$ cat config.mk
export PLATFORM = sky130hd
export DESIGN_NAME = busio
export DESIGN_NICKNAME = d
export VERILOG_FILES = /design/src/rtl/busio_pkg.sv /design/src/rtl/busio_parity.sv /design/src/rtl/busio.sv
export SDC_FILE = /design/constraint.sdc
export NUM_CORES = 1
export LEC_CHECK = 0
export CAP_MARGIN = 20
export CORE_MARGIN = 4
export CORE_UTILIZATION = 53
export CTS_BUF_LIST = sky130_fd_sc_hd__clkbuf_4 sky130_fd_sc_hd__clkbuf_8
export CTS_CLUSTER_SIZE = 24
export DETAILED_ROUTE_END_ITERATION = 7
export PLACE_DENSITY = 0.84
export SETUP_SLACK_MARGIN = 0.1
export SLEW_MARGIN = 20
export SYNTH_ARGS = -nofsm -noshare
export SYNTH_HDL_FRONTEND = slang
export SYNTH_HIERARCHICAL = 1
export SYNTH_SLANG_ARGS = --single-unit
$ cat constraint.sdc
create_clock -name clk -period 3.9 [get_ports clk]
set_input_delay 0.39 -clock clk [delete_from_list [all_inputs] [get_ports clk]]
set_output_delay 0.39 -clock clk [all_outputs]
set_load 0.01 [all_outputs]
$ cat src/rtl/busio_pkg.sv
// Shared types and widths for the busio bus-interface block.
package busio_pkg;

  localparam int unsigned ADDR_W = 20;
  localparam int unsigned DATA_W = 64;
  localparam int unsigned NREG   = 4;

  // Register index as driven by the arbiter on arx.
  typedef enum logic [1:0] {
    REG_ADDR  = 2'd0,
    REG_CMD   = 2'd1,
    REG_RDATA = 2'd2,
    REG_WDATA = 2'd3
  } reg_index_t;

  // Bus cycle phase reported on the phase output.
  typedef enum logic [1:0] {
    PH_IDLE = 2'd0,
    PH_ADDR = 2'd1,
    PH_DATA = 2'd2
  } phase_t;

endpackage

$ cat src/rtl/busio_parity.sv
// Odd-parity checker for captured external read data.
module busio_parity
  import busio_pkg::*;
(
  input  logic [DATA_W-1:0] i_data,
  input  logic              i_par,
  output logic              o_bad
);

  // Data plus parity bit must hold an odd number of ones.
  assign o_bad = ~(^{i_data, i_par});

endmodule

$ cat src/rtl/busio.sv
// busio: CPU-visible register file plus external bus strobe/phase control.
// Optional feature: define BUSIO_PARITY_EN to add ext_dpar/perr parity checking.
module busio
  import busio_pkg::*;
(
  input  logic              clk,
  input  logic              reset,
  input  logic [1:0]        arx,
  input  logic              ecx,
  input  logic              wrx,
  input  logic              astb,
  input  logic              rd,
  input  logic              wr,
  input  logic              cpu_we,
  input  logic [1:0]        cpu_sel,
  input  logic [DATA_W-1:0] cpu_din,
  output logic [DATA_W-1:0] cpu_dout,
  output logic [ADDR_W-1:0] ext_addr,
  output logic              ext_astb,
  output logic              ext_rd,
  output logic              ext_wr,
  output logic [DATA_W-1:0] ext_dout,
  input  logic [DATA_W-1:0] ext_din,
  output logic [1:0]        phase,
`ifdef BUSIO_PARITY_EN
  input  logic              ext_dpar,
  output logic              perr,
`endif
  output logic              berr
);

  localparam logic [1:0] S_IDLE = PH_IDLE;
  localparam logic [1:0] S_ADDR = PH_ADDR;
  localparam logic [1:0] S_DATA = PH_DATA;

  logic [1:0]        r_phase;
  logic [1:0]        w_phase_nxt;
  logic [DATA_W-1:0] r_regs [NREG];
  logic              r_berr;

  logic w_astb_req;
  logic w_mid;
  logic w_clash;
  logic w_capture;
  logic w_err;

  assign w_astb_req = ecx & astb & (arx == REG_ADDR);
  assign w_mid      = (r_phase != S_IDLE);
  assign w_clash    = rd & wr;
  assign w_capture  = ecx & wrx;
  assign w_err      = (ecx & (rd | wr) & ~w_mid) | w_clash | (astb & w_mid);

  // Next-phase decode; losing the bus (ecx=0) always drops back to IDLE.
  always_comb begin
    w_phase_nxt = r_phase;
    if (!ecx) begin
      w_phase_nxt = S_IDLE;
    end else begin
      case (r_phase)
        S_IDLE:  if (w_astb_req) w_phase_nxt = S_ADDR;
        S_ADDR:  w_phase_nxt = S_DATA;
        S_DATA:  w_phase_nxt = S_DATA;
        default: w_phase_nxt = S_IDLE;
      endcase
    end
  end

  // Phase state register.
  always_ff @(posedge clk) begin
    if (reset) r_phase <= S_IDLE;
    else       r_phase <= w_phase_nxt;
  end

  // Register file: bus capture is written last so it wins over a CPU write.
  always_ff @(posedge clk) begin
    if (reset) begin
      for (int i = 0; i < int'(NREG); i++) r_regs[i] <= '0;
    end else begin
      if (cpu_we)    r_regs[cpu_sel] <= cpu_din;
      if (w_capture) r_regs[arx]     <= ext_din;
    end
  end

  // Sticky protocol error flag.
  always_ff @(posedge clk) begin
    if (reset)      r_berr <= 1'b0;
    else if (w_err) r_berr <= 1'b1;
  end

`ifdef BUSIO_PARITY_EN
  logic w_par_bad;
  logic r_perr;

  busio_parity u_parity (
    .i_data (ext_din),
    .i_par  (ext_dpar),
    .o_bad  (w_par_bad)
  );

  // Sticky parity error; the bad data is still captured.
  always_ff @(posedge clk) begin
    if (reset)                      r_perr <= 1'b0;
    else if (w_capture & w_par_bad) r_perr <= 1'b1;
  end

  assign perr = r_perr;
`endif

  // Zero-latency strobes, suppressed during reset and on protocol violations.
  assign ext_astb = ~reset & w_astb_req & ~w_mid;
  assign ext_rd   = ~reset & ecx & rd & w_mid & ~w_clash;
  assign ext_wr   = ~reset & ecx & wr & (arx == REG_WDATA) & w_mid & ~w_clash;

  assign ext_addr = r_regs[REG_ADDR][ADDR_W-1:0];
  assign ext_dout = r_regs[REG_WDATA];
  assign cpu_dout = r_regs[cpu_sel];
  assign phase    = r_phase;
  assign berr     = r_berr;

endmodule

### After elaboration in Yosys (flattened, before gate mapping)

Memories as Yosys holds them, arrays and structs flattened.
Index checks and enable logic that the tools add are counted.
Widths: inputs -> output; s select.

* eq/ne operators: 4
* bitwise logic cells: 24
* muxes and demuxes: 16
* reduce and logical (&&, ||, !) cells: 7

Operators by type and width (number)
* $mux 64: 2
* $reduce_or 64->1: 2
* $and 1x1->1: 17
* $mux 1: 10
* $mux 2: 3
* $eq 2x2->1 const B: 2
* $logic_not 2->1: 2
* $not 1->1: 4
* $pmux 2 s2: 1
* $reduce_or 2->1: 2
* $or 1x1->1: 3
* $eq 2x1->1 const B: 1
* $ne 2x2->1 const B: 1
* $reduce_bool 2->1: 1

* output and inout bits: 154
* memories: 1
* flip-flop bits (word level): 3
* memory bits (writable): 256
* word-level logic and storage cells: 54

Memory list
* r_regs: words 4, width 64, read ports 3, clocked after memory_dff 0, write ports 4, line busio.sv:38 `logic [DATA_W-1:0] r_regs [NREG];`

### Depth between registers and ports, before layout

Gate-level depths: netlist (run 1).

* depth in word-level cells: 6
* depth in mapped cells: 6
* gate-level depth less buffers: 5

### Least setup slack after synthesis (run 1)

Ideal clock, no wire load.

* path kind: input to register
* start point: input cpu_sel[0]
* end point: memory r_regs[3][0] (enable)
* cell stages on the path: 3
* setup slack: 0.780 ns
* buffers on the path: 2
* data arrival time: 2.683 ns
* library setup time: 0.437 ns
* cell sequence: buf_2 > buf_2 > a311o_1

RTL lines
* from (decl): line busio.sv:15 `input logic [1:0] cpu_sel,`
* to (decl): line busio.sv:38

### Worst setup path after layout (run 1)

* start point: input cpu_sel[0]
* end point: output cpu_dout[61]

* longest elaborated chain between the ends: 1

RTL lines
* $mem_v2 4x64
* to (decl): line busio.sv:17 `output logic [DATA_W-1:0] cpu_dout,`

Every way passes these cells.

==> impl_metrics.env, run 1 <==
export IMPL_r2r_end="berr$_SDFFE_PP0P_"
export IMPL_postSynthAreaPerCell_um2=13.4
export IMPL_grt_max_degree=65
export IMPL_clock_fmax_mhz=369
export IMPL_cp_startpoint="cpu_sel[0]"
export IMPL_synth_edf_count=256
export IMPL_worst_ep_required_time_ns=3.51
export IMPL_cts_resized=0
export IMPL_port_buffers=293
export IMPL_place_congestion=0.820
export IMPL_place_hpwl_um=23200
export IMPL_cts_htree_levels=2
export IMPL_cts_buffers=43
export IMPL_timing_final_crit_share_pct=69.5
export IMPL_wirelength_um=37400
export IMPL_power_frac_clock_pct=34.0
export IMPL_die_x_um=169
export IMPL_start_util_pct=54.2
export IMPL_cpMostUsedCell="buf_4"
export IMPL_grt_pass1_vias=10100
export IMPL_core_area_mm2=0.0253
export IMPL_reg2reg_depth=5
export IMPL_synthesis_nets=1164
export IMPL_clock_sinks=259
export IMPL_slew_headroom_pct=43.0
export IMPL_internal_power_mw=5.25
export IMPL_synth_seq_area_share_pct=56.4
export IMPL_power_switching_mw=1.68
export IMPL_seqPwrFrac_pct=49.4
export IMPL_ir_drop_v=0.000215
export IMPL_grt_remaining_overflow=0
export IMPL_synth_ff_type="edfxtp_1"
export IMPL_rsz0062_at_grt="no"
export IMPL_insertion_delay_ns=0.53
export IMPL_viasPerCell=5.78
export IMPL_fin_crit_ns=2.71
export IMPL_syn_instance_count=1023
export IMPL_hold_viol=0
export IMPL_clkTransAtPathRegs_ns=0.06
export IMPL_slowest_delay_ns=0.57
export IMPL_power_share_switching_pct=24.2
export IMPL_clock_root_buffer="clkbuf_8"
export IMPL_area_growth_pct=28.6
export IMPL_crit_end="cpu_dout[61]"
export IMPL_holdBufCountCts=0
export IMPL_endpoint_kind="primary output"
export IMPL_fin_total_pwr_mw=6.93
export IMPL_setup_violations=0
export IMPL_layout_common_cells="clkdlybuf4s50_1 (291), nand2_1 (257), mux2i_1 (256), edfxtp_1 (256), inv_1 (67)"
export IMPL_syn_area_mm2=0.0137
export IMPL_wl_per_cell_um=22.6
export IMPL_drtPass1Iterations=5
export IMPL_tns_ns=0
export IMPL_cp_cell_sequence="buf_4 -> buf_4 -> mux4_2 -> clkdlybuf4s50_1"
export IMPL_final_common_cell="clkdlybuf4s50_1"
export IMPL_synth_warnings=6
export IMPL_drtIter0Drc=921
export IMPL_drive_gt1_share_pct=12.6
export IMPL_num_nets_final=1429
export IMPL_cp_arrival_ns=2.32
export IMPL_drcViolationCount=0
export IMPL_critPathMaxFanout=24
export IMPL_row_count=58
export IMPL_path_class="in2out"
export IMPL_clock_skew_ns=0.00206
export IMPL_worst_path_max_delay_cell="mux4_2"
export IMPL_synth_distinct_cells=32
export IMPL_synthArstFlopShare_pct=0
export IMPL_die_h_um=169
export IMPL_nFillCells=1738
export IMPL_power_density_mw_per_mm2=392
export IMPL_max_slew_worst_pin_slew_ns=0.855
export IMPL_crit_path_start_kind="primary input"
export IMPL_final_antenna_net_count=0
export IMPL_status="completed"
export IMPL_min_path_type="reg2reg"
export IMPL_grt_total_usage_pct=25.9
export IMPL_post_cts_setup_buffers=0
export IMPL_die_area_mm2=0.0286
export IMPL_cts_tree="yes"
export IMPL_ioPinCount=294
export IMPL_p_leak_nw=6.43
export IMPL_combPwrFrac_pct=16.6
export IMPL_vias=9541
export IMPL_antenna_found_initial=1
export IMPL_maxCapViolCount=0
export IMPL_cts_max_path_buffers=3
export IMPL_slew_viol_final=0
export IMPL_r2r_setup_slack_ns=2.62
export IMPL_grt_pass1_wl_um=57500
export IMPL_reg2reg_from="phase[0]$_SDFFE_PP0P_"
export IMPL_ys_ff_latch=259
## cells in the mapped netlist, types with 2 or more instances
cell type	count	area share, %
inv_1	67	1.8
a21oi_1	2	0.073
clkbuf_1	7	0.19
buf_4	33	1.8
or3_1	3	0.14
buf_2	36	1.3
dfxtp_1	3	0.44
mux2i_1	256	19
buf_1	10	0.27
nor3b_1	2	0.11
buf_6	6	0.49
mux4_2	64	10
nand2b_1	2	0.091
edfxtp_1	256	56
nor2_1	2	0.055
nand2_1	258	7.0
## per-layer routing
layer  part of all wire (%)  global-route usage, %  routed length [µm]  vias up
met5                      0                      0                   0        -
met4                    1.9                   6.76                 728        0
met3                    9.7                   4.39                3610       51
met2                     50                   44.1               18600      555
met1                     39                   34.8               14500     4698
li1                       -                      -                   -     4237
## power groups by stage
stage	clock network (mW)	logic, mW	registers [mW]
after global placement	0	1.14	3.47
after global routing	2.51	1.22	3.44
after detailed placement	0	1.15	3.48
after floorplan	0	0.484	3.47
after CTS	2.39	1.16	3.42
final	2.35	1.15	3.42
## cells by family after synthesis
family / share of synthesized area [%]
flip-flops: 56.4
buffers and inverters: 5.90
adder cells (fa/ha/maj): 0.0911
multiplexers: 29.1
AND/OR/NAND/NOR: 8.08
AO/OA/AOI/OAI: 0.392
## through the flow
stage	area, µm²	utilization, %	cells	worst slack [ns]	hold WS, ns
after floorplan	13700	-	1023	0.780	0.500
after global placement	16800	66.5	1573	0.809	0.504
after detailed placement	16800	66.5	1573	0.774	0.524
after CTS	17700	69.8	1649	1.13	0.526
after global routing	17700	69.8	1650	1.05	0.563
final	17700	69.8	1650	1.19	0.540
## cell type report
class	count	area (µm²)	area share, %
well taps	330	413	2.34
flip-flops and latches	259	7750	43.8
repair buffers	312	3170	17.9
multi-input cells	605	5260	29.7
diodes	1	2.50	0.0142
clock inverters	11	72.6	0.411
inverters	67	251	1.42
clock buffers	65	757	4.28
## worst min-delay path by stage
stage          depth (start not counted)                     to  slack, ns                   from
3_5_place_dp                           2  phase[1]$_SDFFE_PP0P_       0.52  phase[1]$_SDFFE_PP0P_
2_1_floorplan                          2  phase[0]$_SDFFE_PP0P_       0.50  phase[0]$_SDFFE_PP0P_
4_1_cts                                3      berr$_SDFFE_PP0P_       0.53                    ecx
3_3_place_gp                           2  phase[0]$_SDFFE_PP0P_       0.50  phase[0]$_SDFFE_PP0P_
6_report                               2  phase[1]$_SDFFE_PP0P_       0.54  phase[1]$_SDFFE_PP0P_
5_1_grt                                2  phase[1]$_SDFFE_PP0P_       0.56  phase[1]$_SDFFE_PP0P_
## state kept, by name (all words and copies together), names as in the netlist
name and flops:
phase 2, berr 1, r_regs 256
## worst max-delay path, delay by kind of cell
kind	cells	cell delay [ns]
buffers and inverters	3	1.33
multiplexers	1	0.57
No activity file was read; power rests on OpenSTA's default activity.
==> run 2, diff against run 1 <==
- clock period: 3.9 -> 2.8 ns (I/O delays scaled with it)
==> run 2 against run 1 <==
Compared with the run above: sequential cell count unchanged; count of clock-buffer cells in the layout shrank 4; cell count rose by 0.30%.
==> impl_metrics.env, run 2 (synthesized netlist as in run 1, its figures left out) <==
export IMPL_final_common_cell="clkdlybuf4s50_1"
export IMPL_maxCapViolCount=0
export IMPL_largest_reg_flops=256
export IMPL_p_leak_nw=6.48
export IMPL_wl_per_cell_um=23.2
export IMPL_place_hpwl_um=24300
export IMPL_worst_path_max_delay_cell="clkdlybuf4s50_1"
export IMPL_slew_viol_final=0
export IMPL_insertion_delay_ns=0.54
export IMPL_final_antenna_net_count=0
export IMPL_worst_ep_required_time_ns=2.52
export IMPL_drcViolationCount=0
export IMPL_fin_util_pct=70.2
export IMPL_slowest_delay_ns=0.61
export IMPL_regMostFlops="r_regs"
export IMPL_max_slew_worst_pin_slew_ns=0.657
export IMPL_layout_common_cells="clkdlybuf4s50_1 (291), nand2_1 (257), mux2i_1 (256), edfxtp_1 (256), inv_1 (67)"
export IMPL_grt_total_usage_pct=26.3
export IMPL_cts_tree="yes"
export IMPL_die_area_mm2=0.0286
export IMPL_fin_crit_ns=2.47
export IMPL_port_buffers=293
export IMPL_timing_final_crit_share_pct=88.1
export IMPL_critPathMaxFanout=6
export IMPL_diodes=0
export IMPL_area_growth_pct=29.4
export IMPL_cts_max_path_buffers=3
export IMPL_clock_fmax_mhz=405
export IMPL_rsz0062_at_grt="no"
export IMPL_fin_ws_ns=0.334
export IMPL_clock_root_buffer="clkbuf_8"
export IMPL_met2_usage_pct=44.2
export IMPL_ioPinCount=294
export IMPL_pre_cts_slack_ns=0.335
export IMPL_cp_cell_sequence="inv_1 -> ha_1 -> nor4_1 -> clkdlybuf4s50_1"
export IMPL_dpl_cell_area_mm2=0.0170
export IMPL_clock_sinks=259
export IMPL_fin_area_mm2=0.0178
export IMPL_min_path_type="in2reg"
export IMPL_critical_path_top_delay_family="buffers and inverters"
export IMPL_start_util_pct=54.2
export IMPL_grt_busiest_layer="met2"
export IMPL_tns_ns=0
export IMPL_crit_path_start_kind="flop"
export IMPL_nFillCells=1697
export IMPL_met1_usage_pct=34.7
export IMPL_cts_buffers=45
export IMPL_viasPerCell=5.76
export IMPL_cp_arrival_ns=2.19
export IMPL_grt_pass1_vias=10200
export IMPL_cts_htree_levels=2
export IMPL_ir_drop_v=0.000334
export IMPL_cts_resized=0
export IMPL_slew_headroom_pct=56.2
export IMPL_grt_remaining_overflow=0
export IMPL_timing_critical_path_buf_inv=2
export IMPL_row_count=58
export IMPL_die_h_um=169
export IMPL_grt_pass1_wl_um=58000
export IMPL_vias=9535
export IMPL_final_cells=1655
export IMPL_endpoint_kind="primary output"
export IMPL_drive_gt1_share_pct=12.9
export IMPL_place_congestion=0.808
export IMPL_hold_viol=0
export IMPL_post_cts_setup_buffers=0
export IMPL_core_area_mm2=0.0253
export IMPL_grt_util_met3_pct=6.28
export IMPL_drtIter0Drc=912
export IMPL_wirelength_um=38400
export IMPL_fin_total_pwr_mw=9.60
export IMPL_power_density_mw_per_mm2=540
export IMPL_antenna_found_initial=2
export IMPL_die_x_um=169
export IMPL_grt_max_degree=65
export IMPL_setup_violations=0
export IMPL_clkTransAtPathRegs_ns=0.06
export IMPL_dpl_cell_count=1581
export IMPL_clock_skew_ns=0.00762
export IMPL_status="completed"
export IMPL_fin_hold_ws_ns=0.385
export IMPL_drtPass1Iterations=7
export IMPL_holdBufCountCts=0
export IMPL_num_nets_final=1439
export IMPL_path_class="reg2out"
run 2: changes by cell type in the layout (fill, tap and decap cells not counted), sizes merged:
| cell | change |
|---|---|
| buf | +8 |
| bufinv | -1 |
| clkbuf | -4 |
| clkinv | +3 |
| diode | -1 |
run 2: cell type report:
class	instances	area [µm²]	share of cell area, %
clock inverters	13	56.3	0.317
clock buffers	61	752	4.23
inverters	67	251	1.41
flip-flops and latches	259	7750	43.6
multi-input cells	605	5260	29.6
well taps	330	413	2.32
repair buffers	320	3310	18.6
run 2: final timing paths:
| check | from | end | slack, ns | cells past startpoint |
|---|---|---|---|---|
| max reg2reg | phase[0]$_SDFFE_PP0P_ | berr$_SDFFE_PP0P_ | 1.55 | 5 |
| min reg2reg | phase[0]$_SDFFE_PP0P_ | phase[0]$_SDFFE_PP0P_ | 0.51 | 2 |
| max | phase[0]$_SDFFE_PP0P_ | ext_wr | 0.33 | 4 |
| min | reset | berr$_SDFFE_PP0P_ | 0.38 | 2 |
run 2: metal layers:
layer / wire length [µm] / vias up
met4: 769 / 4
met5: 27 / -
met3: 3430 / 64
met2: 19000 / 491
met1: 15200 / 4729
li1: - / 4247
run 2: report_power, final:
group | internal, mW | switching, mW
clock network | 1.72 | 1.46
logic | 0.898 | 0.755
registers | 4.62 | 0.134
==> run 3, diff against run 2 <==
- ABC_AREA: unset -> 0
- CORE_UTILIZATION: 53 -> 25
- PLACE_DENSITY: 0.84 -> 0.46
==> run 3 against run 2 <==
Compared with the run above: sequential share of layout area decreased by 2.0 points; cell count increased by 24%; fmax shrank 2.6%; die area increased by 110%; final area rose by 4.9%; combinational power is 4% higher; register-to-register slack worse by 0.03 ns; sequential power about the same.
==> impl_metrics.env, run 3 (synthesized netlist as in run 1, its figures left out) <==
export IMPL_final_cells=2048
export IMPL_met1_usage_pct=19.4
export IMPL_crit_path_start_kind="flop"
export IMPL_drcViolationCount=0
export IMPL_insertion_delay_ns=0.60
export IMPL_hold_end="berr$_SDFFE_PP0P_"
export IMPL_r2r_setup_slack_ns=1.52
export IMPL_area_growth_pct=35.7
export IMPL_clock_skew_ns=0.0000887
export IMPL_path_class="reg2out"
export IMPL_fin_crit_ns=2.53
export IMPL_clkTransAtPathRegs_ns=0.06
export IMPL_slew_headroom_pct=59.2
export IMPL_worst_path_max_delay_cell="clkdlybuf4s50_1"
export IMPL_cts_resized=0
export IMPL_clock_sinks=259
export IMPL_fin_total_pwr_mw=10.4
export IMPL_reg2reg_depth=5
export IMPL_grt_pass1_wl_um=70400
export IMPL_num_nets_final=1450
export IMPL_worst_ep_required_time_ns=2.52
export IMPL_ioPinCount=294
export IMPL_ir_drop_v=0.000286
export IMPL_regMostFlops="r_regs"
export IMPL_grt_total_usage_pct=16.0
export IMPL_min_path_type="in2reg"
export IMPL_row_count=85
export IMPL_grt_busiest_layer="met2"
export IMPL_max_slew_worst_pin_slew_ns=0.611
export IMPL_start_util_pct=25.4
export IMPL_place_congestion=0.714
export IMPL_wl_per_cell_um=23.4
export IMPL_grt_pass1_vias=10300
export IMPL_maxCapViolCount=0
export IMPL_fin_area_mm2=0.0186
export IMPL_die_h_um=242
export IMPL_final_common_cell="clkdlybuf4s50_1"
export IMPL_fin_util_pct=34.4
export IMPL_clock_root_buffer="clkbuf_8"
export IMPL_vias=9336
export IMPL_power_density_mw_per_mm2=556
export IMPL_hold_viol=0
export IMPL_die_x_um=242
export IMPL_core_area_mm2=0.0541
export IMPL_min_from="reset"
export IMPL_grt_max_degree=65
export IMPL_multiInputGateArea_mm2=0.00526
export IMPL_die_area_mm2=0.0588
export IMPL_wirelength_um=47900
export IMPL_cts_buffers=51
export IMPL_r2r_end="berr$_SDFFE_PP0P_"
export IMPL_whs_path_depth=2
export IMPL_cts_htree_levels=2
export IMPL_clock_fmax_mhz=395
export IMPL_layout_common_cells="clkdlybuf4s50_1 (291), nand2_1 (257), mux2i_1 (256), edfxtp_1 (256), inv_1 (67)"
export IMPL_met2_usage_pct=28.6
export IMPL_setup_violations=0
export IMPL_dpl_cell_count=1952
export IMPL_timing_final_crit_share_pct=90.5
export IMPL_cts_max_path_buffers=3
export IMPL_place_hpwl_um=29100
export IMPL_fin_hold_ws_ns=0.346
export IMPL_drtPass1Iterations=5
export IMPL_layout_area_seq_mm2=0.00775
export IMPL_largest_reg_flops=256
export IMPL_post_cts_setup_buffers=0
export IMPL_critPathMaxFanout=6
export IMPL_slowest_delay_ns=0.60
export IMPL_grt_remaining_overflow=0
export IMPL_final_antenna_net_count=0
export IMPL_dpl_cell_area_mm2=0.0176
export IMPL_slew_viol_final=0
export IMPL_endpoint_kind="primary output"
export IMPL_port_buffers=293
export IMPL_p_leak_nw=6.67
export IMPL_viasPerCell=4.56
export IMPL_fin_ws_ns=0.267
export IMPL_drtIter0Drc=506
export IMPL_holdBufCountCts=0
export IMPL_reg2reg_from="phase[1]$_SDFFE_PP0P_"
export IMPL_drive_gt1_share_pct=14.1
export IMPL_status="completed"
export IMPL_nFillCells=5313
export IMPL_pre_cts_slack_ns=0.412
export IMPL_cts_tree="yes"
export IMPL_grt_util_met3_pct=4.02
export IMPL_cp_arrival_ns=2.25
export IMPL_antenna_found_initial=5
export IMPL_rsz0062_at_grt="no"
export IMPL_tns_ns=0
export IMPL_cp_cell_sequence="inv_1 -> ha_1 -> nor4b_1 -> clkdlybuf4s50_1"
[run 3: cell types whose count changed in the layout (fill, tap and decap cells not counted)]
cell,delta
buf_12,+13
buf_4,-8
bufinv_16,+2
clkbuf_4,+1
clkbuf_8,+6
clkinv_1,+5
clkinv_2,+5
clkinvlp_4,-1
diode_2,+3
inv_8,+1
[run 3: per-layer routing]
| layer | vias up | part of all wire, % |
|---|---|---|
| li1 | 4291 | - |
| met1 | 4703 | 41 |
| met2 | 287 | 51 |
| met3 | 53 | 5.9 |
| met4 | 2 | 1.3 |
| met5 | - | 0.035 |
[run 3: critical path, delay by kind of cell (launching register included)]
family	cells	cell delay [ns]
fa+ha+maj	1	0.25
buf+inv	2	0.66
flops	1	0.40
simple gates	1	0.34
[run 3: layout make-up]
cell class	instances	share of cell area, %
well taps	696	4.67
repair buffers	325	18.8
flip-flops and latches	259	41.6
clock inverters	25	0.879
diodes	3	0.0403
inverters	67	1.35
multi-input cells	605	28.2
clock buffers	68	4.52
[run 3: worst max path at each step]
stage | from | endpoint | slack, ns | cells after the start
6_report | phase[1]$_SDFFE_PP0P_ | ext_rd | 0.27 | 4
5_1_grt | phase[1]$_SDFFE_PP0P_ | ext_rd | 0.12 | 4
4_1_cts | phase[1]$_SDFFE_PP0P_ | ext_rd | 0.16 | 4
3_5_place_dp | reset | r_regs[2][35]$_DFFE_PP_ | 0.41 | 5
3_3_place_gp | reset | r_regs[2][48]$_DFFE_PP_ | 0.43 | 5
2_1_floorplan | reset | r_regs[0][0]$_DFFE_PP_ | 0.45 | 6
[run 3: power breakdown]
part | internal, mW | total (mW) | switching, mW | leakage, nW
sequential | 4.62 | 4.76 | 0.131 | 2.53
clock | 2.14 | 3.89 | 1.75 | 0.538
combinational | 0.918 | 1.72 | 0.799 | 3.60
total | 7.68 | 10.4 | 2.68 | 6.67
